## src/rtl/rice_core_pkg.sv

```systemverilog
// rice_core_pkg: shared types and helpers for the rice core pipeline controller.
// Holds the controller FSM state encoding, the stall-cause encoding and the
// register-compare helper used by the hazard detector.
package rice_core_pkg;

  localparam int REG_ADDR_W = 5;
  localparam logic [REG_ADDR_W-1:0] REG_ZERO = '0;

  typedef enum logic [2:0] {
    STATE_RUN,
    STATE_MEM_WAIT,
    STATE_LOAD_USE,
    STATE_DRAIN,
    STATE_REDIRECT
  } rice_pipeline_ctrl_state_e;

  typedef enum logic [1:0] {
    CAUSE_NONE,
    CAUSE_LOAD_USE,
    CAUSE_MEM_WAIT
  } rice_pipeline_stall_cause_e;

  // True when a source register depends on the destination; x0 never creates a dependency.
  function automatic logic reg_depends(input logic [REG_ADDR_W-1:0] rd,
                                       input logic [REG_ADDR_W-1:0] rs);
    return (rd != REG_ZERO) && (rd == rs);
  endfunction

endpackage

```

## src/rtl/rice_core_hazard_detector.sv

```systemverilog
// rice_core_hazard_detector: combinational load-use hazard check.
// Flags when the instruction in EX is a load whose destination is read by
// the valid instruction in ID (rs1 or rs2), with x0 masked out.
module rice_core_hazard_detector
  import rice_core_pkg::*;
(
  input  logic                  id_valid,
  input  logic [REG_ADDR_W-1:0] id_rs1,
  input  logic [REG_ADDR_W-1:0] id_rs2,
  input  logic                  ex_valid,
  input  logic                  ex_load,
  input  logic [REG_ADDR_W-1:0] ex_rd,
  output logic                  load_use
);

  // Load-use compare of both ID sources against the EX load destination.
  always_comb begin
    load_use = 1'b0;
    if (ex_valid && ex_load && id_valid) begin
      load_use = reg_depends(ex_rd, id_rs1) || reg_depends(ex_rd, id_rs2);
    end
  end

endmodule

```

## src/rtl/rice_core_pipeline_controller.sv

```systemverilog
// rice_core_pipeline_controller: stall/flush/redirect sequencer for the
// rice core IF/ID/EX/WB pipeline.
// Optional macro RICE_PIPELINE_CTRL_PERF_EN adds saturating performance
// counters o_stall_cycles and o_flush_count; without it those ports and
// counters do not exist and behaviour is otherwise identical.
module rice_core_pipeline_controller
  import rice_core_pkg::*;
#(
  parameter int XLEN           = 32,
  parameter int REDIRECT_QUEUE = 0
) (
  input  logic            i_clk,
  input  logic            i_rst_n,
  input  logic            i_id_valid,
  input  logic [4:0]      i_id_rs1,
  input  logic [4:0]      i_id_rs2,
  input  logic            i_ex_valid,
  input  logic            i_ex_load,
  input  logic [4:0]      i_ex_rd,
  input  logic            i_ex_mem_busy,
  input  logic            i_ex_redirect,
  input  logic [XLEN-1:0] i_ex_redirect_pc,
  input  logic            i_inst_request_issued,
  input  logic            i_inst_request_ack,
  output logic            o_stall,
  output logic            o_flush,
  output logic            o_redirect_valid,
  output logic [XLEN-1:0] o_redirect_pc,
  input  logic            i_redirect_ready
`ifdef RICE_PIPELINE_CTRL_PERF_EN
  ,
  output logic [31:0]     o_stall_cycles,
  output logic [31:0]     o_flush_count
`endif
);

  // With overwrite enabled a newer EX redirect replaces the pending target.
  localparam bit OVERWRITE = (REDIRECT_QUEUE == 0);

  rice_pipeline_ctrl_state_e  state;
  rice_pipeline_ctrl_state_e  next_state;
  rice_pipeline_stall_cause_e stall_cause;

  logic [XLEN-1:0] redirect_pc;
  logic [XLEN-1:0] next_redirect_pc;
  logic            flush_pending;
  logic            next_flush_pending;

  logic load_use;
  logic ex_redirect;
  logic fetch_in_flight;
  logic redirect_accept;

  rice_core_hazard_detector u_hazard (
    .id_valid (i_id_valid),
    .id_rs1   (i_id_rs1),
    .id_rs2   (i_id_rs2),
    .ex_valid (i_ex_valid),
    .ex_load  (i_ex_load),
    .ex_rd    (i_ex_rd),
    .load_use (load_use)
  );

  assign ex_redirect     = i_ex_valid && i_ex_redirect;
  assign fetch_in_flight = i_inst_request_issued && !i_inst_request_ack;
  assign redirect_accept = (state == STATE_REDIRECT) && i_redirect_ready;

  // State, pending redirect target and first-REDIRECT-cycle flag; reset drops any pending redirect.
  always_ff @(posedge i_clk) begin
    if (!i_rst_n) begin
      state         <= STATE_RUN;
      redirect_pc   <= '0;
      flush_pending <= 1'b0;
    end else begin
      state         <= next_state;
      redirect_pc   <= next_redirect_pc;
      flush_pending <= next_flush_pending;
    end
  end

  // Next-state, redirect capture and Moore outputs decoded from the current state.
  always_comb begin
    next_state         = state;
    next_redirect_pc   = redirect_pc;
    next_flush_pending = 1'b0;
    stall_cause        = CAUSE_NONE;
    o_flush            = 1'b0;
    o_redirect_valid   = 1'b0;

    unique case (state)
      STATE_RUN: begin
        if (ex_redirect) begin
          next_redirect_pc = i_ex_redirect_pc;
          if (fetch_in_flight) begin
            next_state = STATE_DRAIN;
          end else begin
            next_state         = STATE_REDIRECT;
            next_flush_pending = 1'b1;
          end
        end else if (i_ex_mem_busy) begin
          next_state = STATE_MEM_WAIT;
        end else if (load_use) begin
          next_state = STATE_LOAD_USE;
        end
      end

      STATE_MEM_WAIT: begin
        stall_cause = CAUSE_MEM_WAIT;
        if (!i_ex_mem_busy) begin
          next_state = STATE_RUN;
        end
      end

      STATE_LOAD_USE: begin
        stall_cause = CAUSE_LOAD_USE;
        next_state  = STATE_RUN;
      end

      STATE_DRAIN: begin
        if (OVERWRITE && ex_redirect) begin
          next_redirect_pc = i_ex_redirect_pc;
        end
        if (i_inst_request_ack) begin
          next_state         = STATE_REDIRECT;
          next_flush_pending = 1'b1;
        end
      end

      STATE_REDIRECT: begin
        o_redirect_valid = 1'b1;
        o_flush          = flush_pending;
        if (redirect_accept) begin
          // A redirect landing in the accept cycle starts a fresh sequence rather than being lost.
          if (OVERWRITE && ex_redirect) begin
            next_redirect_pc = i_ex_redirect_pc;
            if (fetch_in_flight) begin
              next_state = STATE_DRAIN;
            end else begin
              next_state         = STATE_REDIRECT;
              next_flush_pending = 1'b1;
            end
          end else begin
            next_state = STATE_RUN;
          end
        end else if (OVERWRITE && ex_redirect) begin
          // Retarget the offer in place; the flush for this sequence has already been issued.
          next_redirect_pc = i_ex_redirect_pc;
        end
      end

      default: begin
        next_state = STATE_RUN;
      end
    endcase
  end

  assign o_stall       = (stall_cause != CAUSE_NONE);
  assign o_redirect_pc = redirect_pc;

`ifdef RICE_PIPELINE_CTRL_PERF_EN
  // Saturating counts of stalled cycles and flush pulses.
  always_ff @(posedge i_clk) begin
    if (!i_rst_n) begin
      o_stall_cycles <= '0;
      o_flush_count  <= '0;
    end else begin
      if (o_stall && (o_stall_cycles != 32'hFFFF_FFFF)) begin
        o_stall_cycles <= o_stall_cycles + 32'd1;
      end
      if (o_flush && (o_flush_count != 32'hFFFF_FFFF)) begin
        o_flush_count <= o_flush_count + 32'd1;
      end
    end
  end
`endif

endmodule
```

## config.mk

```make
export PLATFORM = sky130hd
export DESIGN_NAME = rice_core_pipeline_controller
export DESIGN_NICKNAME = d
export VERILOG_FILES = /design/src/rtl/rice_core_pkg.sv /design/src/rtl/rice_core_hazard_detector.sv /design/src/rtl/rice_core_pipeline_controller.sv
export SDC_FILE = /design/constraint.sdc
export NUM_CORES = 1
export LEC_CHECK = 0
export CAP_MARGIN = 20
export CORE_ASPECT_RATIO = 1.5
export CORE_MARGIN = 1
export CORE_UTILIZATION = 33
export CTS_CLUSTER_DIAMETER = 150
export DETAILED_ROUTE_END_ITERATION = 8
export PLACE_DENSITY = 0.81
export SYNTH_ARGS = -nofsm -noshare
export SYNTH_HDL_FRONTEND = slang
export SYNTH_SLANG_ARGS = --single-unit
```

## constraint.sdc

```tcl
create_clock -name i_clk -period 1.6 [get_ports i_clk]
set_input_delay 0.48 -clock i_clk [delete_from_list [all_inputs] [get_ports i_clk]]
set_output_delay 0.48 -clock i_clk [all_outputs]
set_load 0.02 [all_outputs]
```

# Yosys cells after proc, flatten, opt, wreduce, memory -nomap -nowiden
# Index checks and enable logic that the tools add are counted.
[totals]
elab_cells = 46
input_bits = 57
register_bits = 36
[classes]
n_reduce_logical = 15
n_mux = 18
n_eq_ne = 10
[ops]
columns = ["operator", "count"]
rows = [
  ["$mux W3", 8],
  ["$pmux W3 S4", 1],
  ["$eq A5 B5 Y1", 2],
  ["$logic_and A1 B1 Y1", 7],
  ["$mux W1", 7],
  ["$eq A3 B2 Y1 const B", 2],
  ["$ne A2 B2 Y1 const B", 3],
  ["$reduce_bool A5 Y1", 1],
  ["$ne A4 B4 Y1 const B", 1],
  ["$pmux W2 S2", 1],
  ["$reduce_and A4 Y1", 1],
  ["$eq A3 B1 Y1 const B", 1],
  ["$eq A3 B3 Y1 const B", 1],
  ["$logic_not A3 Y1", 1],
  ["$pmux W1 S3", 1],
  ["$reduce_or A3 Y1", 1],
  ["$reduce_and A2 Y1", 1],
  ["$reduce_bool A2 Y1", 1],
  ["$logic_not A1 Y1", 1],
  ["$logic_or A1 B1 Y1", 1],
]

# Logic depth before layout (Yosys ltp)
[logic_depth]
depth_word = 8
mapped_depth = 7

# Hierarchy
# Synthesis repeated with hierarchy kept, for this count alone.
[unflattened]
hier_cells = 196
hier_area_um2 = 1754.2
[modules_own_cells]
columns = ["module", "cells_each", "area_each_um2", "instances"]
rows = [
  ["rice_core_pipeline_controller", 179, 1625.3, 1],
  ["rice_core_hazard_detector", 17, 128.9, 1],
]

# Worst setup path after synthesis
# No wires, ideal clock.
[synth_timing]
path_type = "input to register"
startpoint = "input i_ex_mem_busy"
endpoint = "register state[2]"
setup_ns = 0.060
t_arrival_ns = 1.564
n_path_buf = 0
stages = 5
setup_slack_ns = -0.024
cell_sequence = "or2_0 > a32o_2 > a211o_1 > o41ai_2 > nand2b_1"
[synth_between]
elab_chain_len = 3
[synth_rtl]
columns = ["element", "line", "source"]
rows = [
  ["from (decl)", "rice_core_pipeline_controller.sv:20", "input logic i_ex_mem_busy,"],
  ["$mux W3", "rice_core_pipeline_controller.sv:100", "end else if (i_ex_mem_busy) begin"],
  ["$mux W3", "rice_core_pipeline_controller.sv:92", "if (ex_redirect) begin"],
  ["$pmux W3 S4", "rice_core_pipeline_controller.sv:90", "unique case (state)"],
  ["to (signal assigned)", "rice_core_pipeline_controller.sv:75", "state <= next_state;"],
  ["to (decl)", "rice_core_pipeline_controller.sv:40", "rice_pipeline_ctrl_state_e state;"],
]
# Parallel ways exist; a longest one is shown, timed or not.
# A chain may end at the register's enable or synchronous reset.

# Worst setup path in the final report
[layout_timing]
startpoint = "register state[1]"
endpoint = "register state[1]"
[layout_between]
elab_chain_len = 4
[layout_rtl]
columns = ["element", "line", "source"]
rows = [
  ["$eq A3 B3 Y1", "rice_core_pipeline_controller.sv:66, rice_core_pipeline_controller.sv:90", ""],
  ["$logic_and A1 B1 Y1", "rice_core_pipeline_controller.sv:66", "assign redirect_accept = (state == STATE_REDIRECT) && i_redirect_ready;"],
  ["$ne A2 B2 Y1 (no line)", "--", ""],
  ["$reduce_and A4 Y1 (no line)", "--", ""],
]
# Parallel ways exist; a longest one is shown, timed or not.

==> reports/metrics.yaml <==
cells_and_area:
  antennaDiodeCount: 0
  layout_commonest_cell: "nand2_1"
  layout.cells.non_filler: 361
  final_cell_mix: "nand2_1 (50), dlygate4sd2_1 (44), clkdlybuf4s50_1 (43)"
  post-route-util_pct: 66.6
  areaGrowthSynthToFinish_pct: 93.9
  fin_area_um2: 3000
  drive_gt1_share_pct: 27.2
  layout.nets: 369
critical_path:
  start_kind: "flop"
  worstPathMaxFanout: 4
  reg2reg_to: "state[1]"
  r2r_setup_slack_ns: -0.05
  worstPathArrival_ns: 1.87
  timing.rr.start: "state[1]"
  reg2regPathDepth: 6
  crit_required_ns: 1.82
  endpoint_kind: "flop"
  criticalPathCategory: "flop to flop"
die:
  ios: 92
  core_area_um2: 4500
  dieWidth_um: 57.9
  rows: 30
  die_area_um2: 4970
  initial_core_util_pct: 34.4
  die_y_um: 85.9
timing:
  slew_viol_final: 0
  max_freq_mhz: 607
  grt_setup_unrepaired: "yes"
  final.setup.tns_ns: -0.107
  setup-violations-final: 4
  fin_crit_sh_pct: 103
  slew_headroom_pct: 83.9
  setup_ws_ns: -0.0481
  whs_ns: 0.452
  tightest_slew_ns: 0.240
  finalHoldViolCount: 0
  fin_crit_ns: 1.65
  worst_clock_skew_ns: 0.00339
grt:
  antenna_found_initial: 0
  grt_max_degree: 25
  grt.overflow.total: 0
  grt_pass1_vias: 1626
  grt_pass1_wl_um: 7320
  grt_use_total_pct: 19.1
logic_synthesis:
  netlist_area_um2: 1550
  ys_seq_area_share_pct: 46.6
  yosysUniqueCellTypes: 33
  synth_seq_cells: 36
  synth_nets: 258
  yosysWarnings: 0
  synth_area_leaders: "dfxtp_1 (47%), nand2_1 (16%), a21oi_1 (11%)"
  syn_avg_cell_area_um2: 7.70
  synthCells: 201
  synth_top_cell_by_area: "dfxtp_1"
  netlist.area_leader.share_pct: 46.6
pwr:
  vdd.ir_drop.worst_v: 0.000534
  power_density_nw_per_um2: 799
  power.total_mw: 2.40
  p_leak_nw: 1.35
clock_network:
  clkSlewWorstSetupHoldPaths_ns: 0.07
  clock_latency_ns: 0.28
  cts_buffer_depth: 2
  cts_tree: "done"
  cts_buffers: 5
  root_buffer: "clkbuf_8"
  h-tree-depth: 2
  hold_buffers: 0
  cts.sinks: 36
routing:
  viasPerCell: 4.87
  wirelength_um: 4900
  drt-initial-drc-count: 61
  drtAntennaViolNets: 0
  post_drt_wl_per_cell_um: 13.6
  drc: 6
  vias: 1757
  first_pass_iters: 6
placement:
  portBuffers: 91
  hpwl_um: 3270
  dp.cells: 347
  pre_cts_slack_ns: -0.492
  placed_area_um2: 2640
  gp_congestion: 0.945
min_path:
  hp-start: "o_redirect_pc[25]"
  min_path_type: "flop to flop"
  hold_path_depth: 2
  hold_path_end: "o_redirect_pc[25]"
run:
  max_cap_viol_count: 0
outcome:
  violations: "design-rule violations, negative setup slack"
  outcome: "finished with violations"
metal layers:
metal	GRT usage (%)	wire length, um
met3	2.87	207
met1	20.2	1850
met2	36.4	2750
met5	0	0
met4	7.79	92
sequential cells by signal (all words and copies together) (netlist names):
signal,flops
o_redirect_pc,32
flush_pending,1
state,3
cell usage after synthesis (all sizes together):
master	number
a32oi	1
xor2	10
nor2b	3
o31ai	1
a21oi	33
xnor2	1
nor4	1
nand3	4
nor3	4
dfxtp	36
o21ai	3
or3	1
clkinv	1
and2	2
buf	4
a21bo	1
a21boi	1
a22oi	1
o21a	1
o41ai	1
a32o	1
nor2	6
nand2	68
o221a	1
nand2b	1
and3	2
inv	1
or2	3
clkbuf	7
a211o	1
what timing repair did:
| item | CTS | global route |
|---|---|---|
| gates cloned | 2 | 1 |
| setup buffers | 2 | 2 |
| resized for setup | 74 | 56 |
| setup endpoints to repair | 71 | 37 |
| pin swaps | 11 | 20 |
critical path: stages, from the launching register on:
cell and delay, ns:
dfxtp_4 0.36, buf_6 0.12, or2_0 0.21, a32o_2 0.30, a211o_1 0.27, o21ai_1 0.13, o221a_2 0.20
where the power goes:
part	internal (mW)	leakage, nW	total [mW]	switching (mW)
Sequential	0.954	0.295	0.986	0.0318
Clock	0.350	0.0445	0.668	0.318
Combinational	0.388	1.01	0.744	0.355
worst max path at each step:
stage | from | end | slack (ns)
2_1_floorplan | i_ex_mem_busy | state[2] | -0.02
3_3_place_gp | i_ex_mem_busy | state[2] | -0.48
3_5_place_dp | i_ex_mem_busy | state[2] | -0.49
4_1_cts | state[1] | state[1] | -0.07
5_1_grt | state[1] | o_redirect_pc[0] | -0.1
6_report | state[1] | state[1] | -0.05
final cells by class:
type	instances	area, um2
Clock buffer	7	86.3
Timing Repair Buffer	115	1130
Fill cell	398	1500
Tap cell	48	60.1
Clock inverter	1	7.51
Inverter	2	7.51
Multi-Input combinational cell	152	985
Sequential cell	36	726
cells by family after synthesis:
group,synth area share [%]
compound gates,17.9
simple gates,25.9
buf+inv,3.48
flops,46.6
xor+xnor,6.22
Power figures use the tool's default switching activity.
